[config.mk]
export PLATFORM = sky130hd
export DESIGN_NAME = approx_mul_acc
export DESIGN_NICKNAME = d
export VERILOG_FILES = /design/src/rtl/approx_mul_acc.sv
export SDC_FILE = /design/constraint.sdc
export NUM_CORES = 1
export LEC_CHECK = 0
export BUFFER_PORTS_ARGS = -buffer_cell sky130_fd_sc_hd__buf_2
export CAP_MARGIN = 20
export CELL_PAD_IN_SITES_DETAIL_PLACEMENT = 0
export CELL_PAD_IN_SITES_GLOBAL_PLACEMENT = 1
export CORE_ASPECT_RATIO = 0.6
export CORE_MARGIN = 10
export CORE_UTILIZATION = 45
export CTS_CLUSTER_DIAMETER = 120
export CTS_CLUSTER_SIZE = 8
export DETAILED_ROUTE_END_ITERATION = 16
export PLACE_DENSITY_LB_ADDON = 0.1
export SLEW_MARGIN = 20
export SYNTH_ARGS = -nofsm -noshare
export SYNTH_HDL_FRONTEND = slang
export SYNTH_SLANG_ARGS = --single-unit
[constraint.sdc]
create_clock -name clk -period 4.2 [get_ports clk]
set_input_delay 0.42 -clock clk [delete_from_list [all_inputs] [get_ports clk]]
set_output_delay 0.42 -clock clk [all_outputs]
set_load 0.02 [all_outputs]
[src/rtl/approx_mul_acc.sv]
// Streaming accumulator that sums a programmable number of multiplier products per frame.
// Optional feature: define APPROX_MUL_ACC_SAT_EN to saturate on carry out instead of wrapping.
module approx_mul_acc #(
  parameter int unsigned PROD_W = 32,
  parameter int unsigned ACC_W  = 36,
  parameter int unsigned LEN_W  = 8
) (
  input  logic              clk,
  input  logic              rst_n,
  input  logic [LEN_W-1:0]  cfg_len,
  input  logic              in_valid,
  output logic              in_ready,
  input  logic [PROD_W-1:0] in_prod,
  output logic              out_valid,
  input  logic              out_ready,
  output logic [ACC_W-1:0]  out_acc,
  output logic              out_ovf,
  output logic              busy
);

  if (ACC_W < PROD_W) begin : g_bad_width
    $error("approx_mul_acc: ACC_W must be >= PROD_W");
  end

  typedef enum logic [1:0] {
    IDLE,
    ACCUM,
    HOLD
  } state_t;

  state_t             state_q, state_d;
  logic [ACC_W-1:0]   acc_q, acc_d;
  logic [LEN_W-1:0]   cnt_q, cnt_d;
  logic [LEN_W-1:0]   len_q, len_d;
  logic               ovf_q, ovf_d;
  logic               in_ready_q, in_ready_d;

  logic [ACC_W-1:0]   prod_ext;
  logic [ACC_W:0]     sum;
  logic               accept;

  assign prod_ext = ACC_W'(in_prod);
  assign sum      = {1'b0, acc_q} + {1'b0, prod_ext};
  assign accept   = in_valid && in_ready_q;

  always_comb begin
    state_d = state_q;
    acc_d   = acc_q;
    cnt_d   = cnt_q;
    len_d   = len_q;
    ovf_d   = ovf_q;
    unique case (state_q)
      IDLE: begin
        if (accept) begin
          len_d   = (cfg_len == '0) ? LEN_W'(1) : cfg_len;
          acc_d   = prod_ext;
          cnt_d   = LEN_W'(1);
          ovf_d   = 1'b0;
          state_d = (len_d == LEN_W'(1)) ? HOLD : ACCUM;
        end
      end
      ACCUM: begin
        if (accept) begin
`ifdef APPROX_MUL_ACC_SAT_EN
          // Once saturated, every further add carries again, so acc stays all-ones.
          acc_d = sum[ACC_W] ? '1 : sum[ACC_W-1:0];
`else
          acc_d = sum[ACC_W-1:0];
`endif
          ovf_d = ovf_q | sum[ACC_W];
          cnt_d = cnt_q + LEN_W'(1);
          if (cnt_d == len_q) state_d = HOLD;
        end
      end
      HOLD: begin
        if (out_ready) begin
          state_d = IDLE;
          acc_d   = '0;
          ovf_d   = 1'b0;
        end
      end
      default: state_d = IDLE;
    endcase
    // Registered ready: low through reset, high from the first cycle after it.
    in_ready_d = (state_d != HOLD);
  end

  always_ff @(posedge clk) begin
    if (!rst_n) begin
      state_q    <= IDLE;
      acc_q      <= '0;
      cnt_q      <= '0;
      len_q      <= '0;
      ovf_q      <= 1'b0;
      in_ready_q <= 1'b0;
    end else begin
      state_q    <= state_d;
      acc_q      <= acc_d;
      cnt_q      <= cnt_d;
      len_q      <= len_d;
      ovf_q      <= ovf_d;
      in_ready_q <= in_ready_d;
    end
  end

  assign in_ready  = in_ready_q;
  assign out_valid = (state_q == HOLD);
  assign out_acc   = acc_q;
  assign out_ovf   = ovf_q;
  assign busy      = (state_q != IDLE);

endmodule
==> summary.md, run 1 <==
| Metric | Value |
|---|---|
| CP cell instances | ha_1, fa_1, a21oi_1, o211ai_1, a21oi_1, a211oi_2, or2_1, o311ai_1, o22ai_1 |
| Total GRT Usage | 20.08% |
| First-pass GRT wire length | 25.79 mm |
| Share of cells above drive strength 1 | 16.00% |
| GRT met3 Usage | 4.910% |
| Number of synthesized flops with an enable pin | 0 |
| Routed vias | 5208 |
| Area share of the leading cell type in the synthesized netlist | 23.29% |
| Fin Hold WS | 0.3606 ns |
| Worst skew pair latency | 0.31 ns |
| Post-synthesis mux area share | 1.482% |
| Outcome | finished clean |
| First-pass DRT Iterations | 7 |
| Final wirelength | 16.28 mm |
| Avg Cell Area, Syn | 7.509 µm² |
| CTS H-Tree Depth | 2 |
| Worst Setup End Kind | flip-flop |
| Dpl cells | 831 |
| Max stage delay on crit path | 0.62 ns |
| Ys Warns | 0 |
| Gp weighted congestion | 0.9135 |
| FF-to-FF setup slack | 1.07 ns |
| Overall die area | 15370 µm² |
| Clock power share | 26.1% |
| Clk pin slew, worst setup/hold paths | 0.08 ns |
| Nets | 781 |
| Combinational cell fraction of total power | 39.0% |
| Achievable clock frequency | 319.4 MHz |
| Post-synth ARST share | 0% |
| Synth Area in Adders | 10.03% |
| Peak supply drop | 0.2056 mV |
| Cell Int Power | 1.040 mW |
| Netlist Area Pre-Place | 4813 µm² |
| WS Path Type | reg2reg |
| # DRC | 0 |
| Leakage | 2.364 nW |
| Pwr/cell area | 320.6 nW/µm² |
| Die Height | 100.1 µm |
| CTS root buffer | clkbuf_16 |
| PostCTS Resize Cnt | 0 |
| Area grow syn2layout | 13.05% |
| IO Count | 84 |
| Starting Density | 45.74% |
| Final setup fails | 0 |
| Rows | 29 |
| RR Endpoint | out_acc[26] |
| GRT Residual Overflow | 0 |
| Compound-Gate Fraction of Synth Area | 34.26% |
| Worst-margin pin slew | 1.072 ns |
| Synth Area in XOR/XNOR | 4.835% |
| Cts bufs inserted | 5 |
| Synth Net Count | 723 |
| Core ar. | 10520 µm² |
| Vias/cell | 6.207 |
| Slowest CP cell | a21oi_1 |
| GR Util met1 | 30.03% |
| Final setup TNS | 0 ns |
| Reg-to-reg startpoint | out_acc[0] |
| Antenna Cells | 0 |
| Max-cap viol count | 0 |
| Synth cell count leaders | nand2_1 (77), a21oi_1 (69), dfxtp_1 (56), nor2_1 (56), o21ai_0 (44) |
| Critical Path End | out_acc[26] |
| Worst EP arrival | 3.30 ns |
| Per-cell routed wire length | 19.40 µm |
| #FFs+latches synth | 56 |
| Drt first-iter violations | 428 |
| RSZ-0062 raised after global routing | no |
| Main combinational cell family by area after synthesis | compound AO/OA/AOI/OAI gates |
| Startpoint class of the critical path | flip-flop |
| Top cells by area, synth | dfxtp_1 (23%), ha_1 (9.6%), a21oi_1 (7.2%) |
| Final hold vios | 0 |
| CTS tree | yes |
| GRT met2 Usage | 28.20% |
| Worst r2r path cells | 9 |
| Layout fillers | 1050 |
| Final Non-Filler Cells | 839 |
| Critical Path Most Common Cell | a21oi_1 |
| Setup crit start | out_acc[0] |
| Die width | 153.5 µm |
| Register area share after synthesis | 23.29% |
| CP required | 4.37 ns |
| Synth area leader | dfxtp_1 |
| Synth unique cells | 77 |
| P_sw | 0.7040 mW |
| Clk sinks | 56 |
| Final Max Tran Viols | 0 |
| Final period util | 74.54% |
| Tmin final | 3.131 ns |
| Most frequent cell after synthesis | nand2_1 |
| Switching part of the total power | 40.36% |
| Initial antenna violation count | 0 |
| Simple-gate share of the synthesized area | 21.84% |
| Port bufs | 83 |
| Worst Clk Skew | 0.007972 ns |
| Vias in the first global route | 4895 |
| Antenna-violating nets left | 0 |
| CTS Hold Bufs | 0 |
| Post-Syn Instances | 641 |
| Seq pwr share | 34.8% |
| Rel. slew slack | 28.06% |
| GRT Max-Usage Layer | met1 |
| CTS Buffer Depth | 2 |
| HP Class | in2reg |
| Critical path fanouts, max | 5 |
| Post-DP HPWL | 12.27 mm |
| Setup Buffers After CTS | 0 |
| Predominant post-synthesis flop cell | dfxtp_1 |
| Pin count of the biggest net entering global routing | 49 |
==> layer usage <==
layer | part of all wire (%) | up-vias
li1 | - | 2516
met1 | 52 | 2449
met2 | 39 | 231
met3 | 8.6 | 12
met4 | 0.84 | 0
met5 | 0 | -
==> logic make-up (layout without fill, tap and decap cells) <==
kind of cell               after synthesis  in the layout
AOI/OAI and AO/OA                      241            241
xor gates and xnor gates                25             25
adders and majority gates               38             38
buffers and inverters                   50            109
DFF                                     56             56
muxes                                    7              7
and+or+nand+nor                        224            224
==> worst max-delay path, delay by kind of cell (launching register included) <==
family	cells	cell delay (ns)
AO/OA/AOI/OAI	6	1.72
flip-flops	1	0.33
AND/OR/NAND/NOR	1	0.31
adder cells (fa/ha/maj)	2	0.62
==> worst min-delay path by stage <==
| stage | to | depth (start not counted) | slack, ns | from |
|---|---|---|---|---|
| after global routing | len_q[2] | 3 | 0.36 | cfg_len[2] |
| after floorplan | len_q[4] | 2 | 0.45 | len_q[4] |
| after detailed placement | len_q[1] | 2 | 0.48 | len_q[1] |
| final | len_q[2] | 3 | 0.36 | cfg_len[2] |
| after CTS | len_q[1] | 3 | 0.36 | cfg_len[1] |
| after global placement | len_q[4] | 2 | 0.48 | len_q[4] |
==> metrics by stage <==
step / setup slack (ns) / power [mW] / area [µm²] / utilization, %
after floorplan: 1.623 / 1.097 / 4813 / -
after global placement: 1.065 / 1.279 / 5289 / 50.26
after detailed placement: 0.9967 / 1.285 / 5289 / 50.26
after CTS: 1.194 / 1.744 / 5441 / 51.71
after global routing: 0.9250 / 1.839 / 5441 / 51.71
final: 1.069 / 1.744 / 5441 / 51.71
==> power by group through the flow <==
stage / sequential [mW] / combinational, mW / clock [mW]
final: 0.608 / 0.681 / 0.456
after global routing: 0.614 / 0.744 / 0.482
after CTS: 0.608 / 0.670 / 0.466
after detailed placement: 0.620 / 0.665 / 0
after global placement: 0.618 / 0.661 / 0
after floorplan: 0.651 / 0.445 / 0
==> cells in the final DEF (no fill, tap or decap), types with 11 or more instances in the layout <==
cell type / n
a21o_1: 20
a21oi_1: 69
a221oi_1: 11
buf_2: 83
dfxtp_1: 56
ha_1: 37
nand2_1: 77
nand3_1: 19
nor2_1: 56
nor3_1: 17
o21ai_0: 44
xor2_1: 15
==> state kept, by name, summed over array words and instances (netlist names) <==
register  count
out_ovf       1
len_q         8
out_acc      36
cnt_q         8
state_q       2
in_ready      1
==> layout make-up <==
type | count | area, µm² | area share (%)
Multi-Input combinational cell | 535 | 3492 | 64.18
Sequential cell | 56 | 1121 | 20.60
Timing Repair Buffer | 88 | 452.9 | 8.324
Tap cell | 139 | 173.9 | 3.196
Clock buffer | 5 | 125.1 | 2.299
Inverter | 13 | 48.80 | 0.8968
Clock inverter | 3 | 27.53 | 0.5059
Power figures use the tool's default switching activity.
==> inputs of run 2 (changes only) <==
Settings changed: CORE_UTILIZATION 45 to 38.
Clock period 4.2 ns to 2.63 ns, I/O delays scaled along.
==> run 2 against run 1 <==
  * Worst setup slack got worse by 0.98 ns
  * Sequential power increased by 60%
  * Sequential cell count unchanged
  * Critical endpoint is now out_acc[30]
  * Via count decreased by 0.33%
  * First-iteration DRC count decreased by 22%
  * Maximum frequency increased by 23%
  * Sequential share of layout area decreased by 1.1 points
  * Clock skew decreased by 0.00063 ns
  * Combinational power increased by 72%
  * Power increased by 65%
==> summary.md, run 2 (synthesis results as in run 1) <==
| Metric | Value |
|---|---|
| Outcome | finished clean |
| Worst r2r path cells | 10 |
| Rel. slew slack | 60.61% |
| CTS Buffer Depth | 2 |
| Combinational cell fraction of total power | 40.6% |
| FF-to-FF setup slack | 0.09 ns |
| Worst EP arrival | 2.74 ns |
| # DRC | 0 |
| Post-layout util | 46.99% |
| Multi-input gate area | 3516 µm² |
| Slowest CP cell | fa_1 |
| Initial antenna violation count | 0 |
| GRT Residual Overflow | 0 |
| Nets | 812 |
| P_sw | 1.152 mW |
| Worst Hold Path Cells | 3 |
| Clock power share | 25.6% |
| Final Max Tran Viols | 0 |
| Leakage | 2.522 nW |
| Max stage delay on crit path | 0.43 ns |
| PostCTS Resize Cnt | 0 |
| Gp weighted congestion | 0.9219 |
| CP required | 2.83 ns |
| Hold path endpoint | len_q[4] |
| Final period util | 96.62% |
| Switching part of the total power | 40.11% |
| CTS H-Tree Depth | 2 |
| Tmin final | 2.541 ns |
| Cell Int Power | 1.721 mW |
| Rows | 31 |
| Final worst slack | 0.08883 ns |
| Die Height | 107.2 µm |
| CP cell instances | ha_1, fa_1, a21oi_2, o211ai_1, a21oi_1, buf_4, a211oi_2, or2_4, and3b_1, o31a_1 |
| Routed vias | 5191 |
| Pin count of the biggest net entering global routing | 35 |
| Worst-margin pin slew | 0.5869 ns |
| WS Path Type | reg2reg |
| Final wirelength | 16.97 mm |
| Cts bufs inserted | 5 |
| Reg-to-reg startpoint | out_acc[0] |
| Setup Buffers After CTS | 0 |
| Port bufs | 83 |
| Pwr/cell area | 500.4 nW/µm² |
| Share of cells above drive strength 1 | 20.38% |
| Per-cell routed wire length | 18.94 µm |
| Fin Hold WS | 0.2021 ns |
| Worst skew pair latency | 0.31 ns |
| Layout fillers | 1236 |
| Die width | 165.3 µm |
| Vias/cell | 5.794 |
| First-pass DRT Iterations | 5 |
| Overall die area | 17720 µm² |
| IO Count | 84 |
| Total GRT Usage | 18.91% |
| Post-DP HPWL | 13.25 mm |
| Critical path fanouts, max | 5 |
| Worst Clk Skew | 0.007347 ns |
| Drt first-iter violations | 332 |
| Starting Density | 39.40% |
| Clk pin slew, worst setup/hold paths | 0.08 ns |
| Antenna-violating nets left | 0 |
| RSZ-0062 raised after global routing | yes |
| Antenna Cells | 0 |
| Seq. cell area | 1121 µm² |
| Achievable clock frequency | 393.5 MHz |
| Worst Setup End Kind | flip-flop |
| Peak supply drop | 0.2686 mV |
| Clk sinks | 56 |
| CTS tree | yes |
| HP Class | in2reg |
| RR Endpoint | out_acc[30] |
| Final setup fails | 0 |
| Most frequent cells in the layout | buf_2 (83), nand2_1 (77), a21oi_1 (67) |
| Core ar. | 12220 µm² |
| Area grow syn2layout | 19.29% |
| Seq pwr share | 33.7% |
| CTS root buffer | clkbuf_16 |
| CTS Hold Bufs | 0 |
| Max reg flops | 36 |
| Most common cell after layout, fill and taps aside | buf_2 |
| Startpoint class of the critical path | flip-flop |
| Final hold vios | 0 |
| First-pass GRT wire length | 27.35 mm |
| Dpl ws | -0.03242 ns |
| Hold path startpoint | cfg_len[4] |
| Vias in the first global route | 4945 |
| Max-cap viol count | 0 |
-- run 2: cell types whose count changed in the layout (fill, tap and decap cells not counted), sizes merged --
cell      previous run  this run
buf                 88       119
clkinvlp             1         0
inv                 12        13
-- run 2: area by class of cell --
class	count	area share, %
Multi-Input combinational cell	535	61.23
Clock buffer	5	2.179
Inverter	13	0.8499
Sequential cell	56	19.53
Tap cell	165	3.596
Timing Repair Buffer	119	12.16
Clock inverter	3	0.4576
-- run 2: worst max path at each step --
stage          startpoint  slack, ns          end
6_report       out_acc[0]       0.09  out_acc[30]
5_1_grt        out_acc[8]      -0.09  out_acc[33]
4_1_cts        out_acc[0]       0.02  out_acc[30]
3_5_place_dp   in_prod[0]      -0.03  out_acc[30]
3_3_place_gp   in_prod[0]     -0.004  out_acc[30]
2_1_floorplan  out_acc[0]       0.08  out_acc[30]
-- run 2: per-stage QoR --
| step | instance area (µm²) | total power [mW] | cells | setup TNS [ns] |
|---|---|---|---|---|
| after floorplan | 4813 | 1.751 | 641 | 0 |
| after global placement | 5567 | 2.128 | 888 | -0.004109 |
| after detailed placement | 5567 | 2.129 | 888 | -0.03402 |
| after CTS | 5718 | 2.882 | 896 | 0 |
| after global routing | 5742 | 3.063 | 896 | -0.08643 |
| final | 5742 | 2.873 | 896 | 0 |
-- run 2: worst max-delay path: cells and delay by family, from the launching register on --
family | cells | cell delay [ns]
AOI/OAI and AO/OA | 5 | 0.81
adders and majority gates | 2 | 0.66
and+or+nand+nor | 2 | 0.46
DFF | 1 | 0.33
buffers and inverters | 1 | 0.18
-- run 2: power by group through the flow --
| stage | Clock [mW] | Combinational, mW | Sequential, mW |
|---|---|---|---|
| 3_5_place_dp | 0 | 1.14 | 0.989 |
| 2_1_floorplan | 0 | 0.711 | 1.04 |
| 5_1_grt | 0.792 | 1.29 | 0.979 |
| 3_3_place_gp | 0 | 1.14 | 0.986 |
| 4_1_cts | 0.765 | 1.15 | 0.970 |
| 6_report | 0.736 | 1.17 | 0.970 |
-- run 2: routing by layer --
| layer | GRT usage (%) | share of wire (%) |
|---|---|---|
| met5 | 0 | 0 |
| met4 | 2.622 | 0.55 |
| met3 | 4.316 | 7.7 |
| met1 | 29.13 | 53 |
| met2 | 26.19 | 39 |
==> inputs of run 3 (changes only) <==
Settings changed: MAX_ROUTING_LAYER set to met4.
==> run 3 against run 2 <==
  * Worst hold slack gained 0.0025 ns
  * Sequential cell count is the same
  * First-iteration DRC count grew 38%
  * Worst setup slack gained 0.037 ns
  * Count of clock-buffer cells in the layout is the same
  * Clock skew shrank 0.0023 ns
  * Sequential share of layout area shrank 0.059 points
  * Wire length grew 0.18%
  * Maximum frequency grew 1.5%
  * Die area is the same
  * Largest power group unchanged
==> summary.md, run 3 (synthesis results as in run 1) <==
| Metric | Value |
|---|---|
| Worst r2r path cells | 10 |
| Most common cell after layout, fill and taps aside | buf_2 |
| Post-layout util | 47.19% |
| Post-route cell area | 5766 µm² |
| Antenna Cells | 0 |
| Core ar. | 12220 µm² |
| Cell count along the critical path | 10 |
| Max stage delay on crit path | 0.43 ns |
| Critical path fanouts, max | 5 |
| Most frequent cells in the layout | buf_2 (83), nand2_1 (77), a21oi_1 (68) |
| Final hold vios | 0 |
| Gp weighted congestion | 0.9074 |
| Share of cells above drive strength 1 | 20.93% |
| Overall die area | 17720 µm² |
| Drt first-iter violations | 457 |
| CTS tree | yes |
| Max-cap viol count | 0 |
| Routed vias | 5243 |
| Reg-to-reg startpoint | out_acc[0] |
| CP delay by family, top | compound AO/OA/AOI/OAI gates |
| IO Count | 84 |
| Area grow syn2layout | 19.78% |
| Slowest CP cell | fa_1 |
| Port bufs | 83 |
| FF-to-FF setup slack | 0.13 ns |
| RR Endpoint | out_acc[30] |
| Final setup fails | 0 |
| Total GRT Usage | 19.44% |
| Layout fillers | 1245 |
| CP Buf/Inv Count | 1 |
| HP Class | in2reg |
| # DRC | 0 |
| Placed instance area | 5559 µm² |
| Hold path endpoint | len_q[6] |
| Fin Hold WS | 0.2046 ns |
| CP cell instances | ha_1, fa_1, a21oi_2, o211ai_1, a21oi_1, buf_4, a211oi_2, or2_4, and3b_1, o31a_1 |
| Final Max Tran Viols | 0 |
| GRT Residual Overflow | 0 |
| Die Height | 107.2 µm |
| CTS root buffer | clkbuf_16 |
| Post-DP HPWL | 13.30 mm |
| Worst Hold Path Cells | 3 |
| WS Path Type | reg2reg |
| Worst Setup End Kind | flip-flop |
| Worst skew pair latency | 0.31 ns |
| Initial antenna violation count | 0 |
| Rows | 31 |
| Achievable clock frequency | 399.4 MHz |
| Vias in the first global route | 4942 |
| Leakage | 2.518 nW |
| Outcome | finished clean |
| Rel. slew slack | 59.06% |
| Antenna-violating nets left | 0 |
| Total power | 2.880 mW |
| First-pass GRT wire length | 27.23 mm |
| Worst EP arrival | 2.71 ns |
| Tmin final | 2.504 ns |
| Pin count of the biggest net entering global routing | 35 |
| Final period util | 95.21% |
| Max reg flops | 36 |
| Clk pin slew, worst setup/hold paths | 0.08 ns |
| Hold path startpoint | cfg_len[6] |
| Multi-input gate area | 3537 µm² |
| Worst Clk Skew | 0.005097 ns |
| Nets | 812 |
| Seq. cell area | 1122 µm² |
| Cts bufs inserted | 5 |
| CTS H-Tree Depth | 2 |
| Starting Density | 39.40% |
| First-pass DRT Iterations | 5 |
| CP required | 2.83 ns |
| Final setup TNS | 0 ns |
| Per-cell routed wire length | 18.98 µm |
| Peak supply drop | 0.2737 mV |
| Die width | 165.3 µm |
| CTS Buffer Depth | 2 |
| Clk sinks | 56 |
| Worst-margin pin slew | 0.6105 ns |
| Vias/cell | 5.852 |
| Startpoint class of the critical path | flip-flop |
| Pwr/cell area | 499.6 nW/µm² |
| Final wirelength | 17.00 mm |
-- run 3: worst reg2reg max path, stage by stage, from the launching register on --
cell	delay, ns
dfxtp_1	0.34
ha_1	0.22
fa_1	0.43
a21oi_2	0.19
o211ai_1	0.14
a21oi_1	0.15
buf_4	0.17
a211oi_2	0.09
or2_4	0.27
and3b_1	0.19
o31a_1	0.23
-- run 3: report_power, final --
group          switching [mW]  internal, mW
combinational           0.723         0.450
clock                   0.372         0.364
sequential             0.0603         0.911
-- run 3: worst max path at each step --
stage,start,to
after floorplan,out_acc[0],out_acc[30]
after global placement,in_prod[0],out_acc[30]
after detailed placement,in_prod[0],out_acc[30]
after CTS,out_acc[0],out_acc[30]
after global routing,out_acc[0],out_acc[26]
final,out_acc[0],out_acc[30]
-- run 3: layout make-up --
type | instances | share of cell area (%)
Clock inverter | 3 | 0.4774
Timing Repair Buffer | 119 | 12.11
Multi-Input combinational cell | 535 | 61.35
Sequential cell | 56 | 19.47
Inverter | 13 | 0.8464
Clock buffer | 5 | 2.170
Tap cell | 165 | 3.581
-- run 3: per-layer routing --
layer / wire length [µm] / track usage (%) / vias to the layer above
met5: 0 / - / -
met4: 93 / 2.684 / 0
met3: 995 / 2.903 / 6
met2: 6681 / 26.50 / 168
met1: 9232 / 29.64 / 2496
li1: - / - / 2573
-- run 3: timing repair --
action / in CTS / in global routing
hold buffers: 0 / 0
setup buffers: 0 / 1
setup endpoints to repair: 0 / 10
resized for setup: 0 / 11
-- run 3: through the flow --
stage | worst slack, ns | instances
2_1_floorplan | 0.08165 | 641
3_3_place_gp | -0.001848 | 887
3_5_place_dp | 0.008736 | 887
4_1_cts | 0.05300 | 895
5_1_grt | -0.0001463 | 896
6_report | 0.1260 | 896
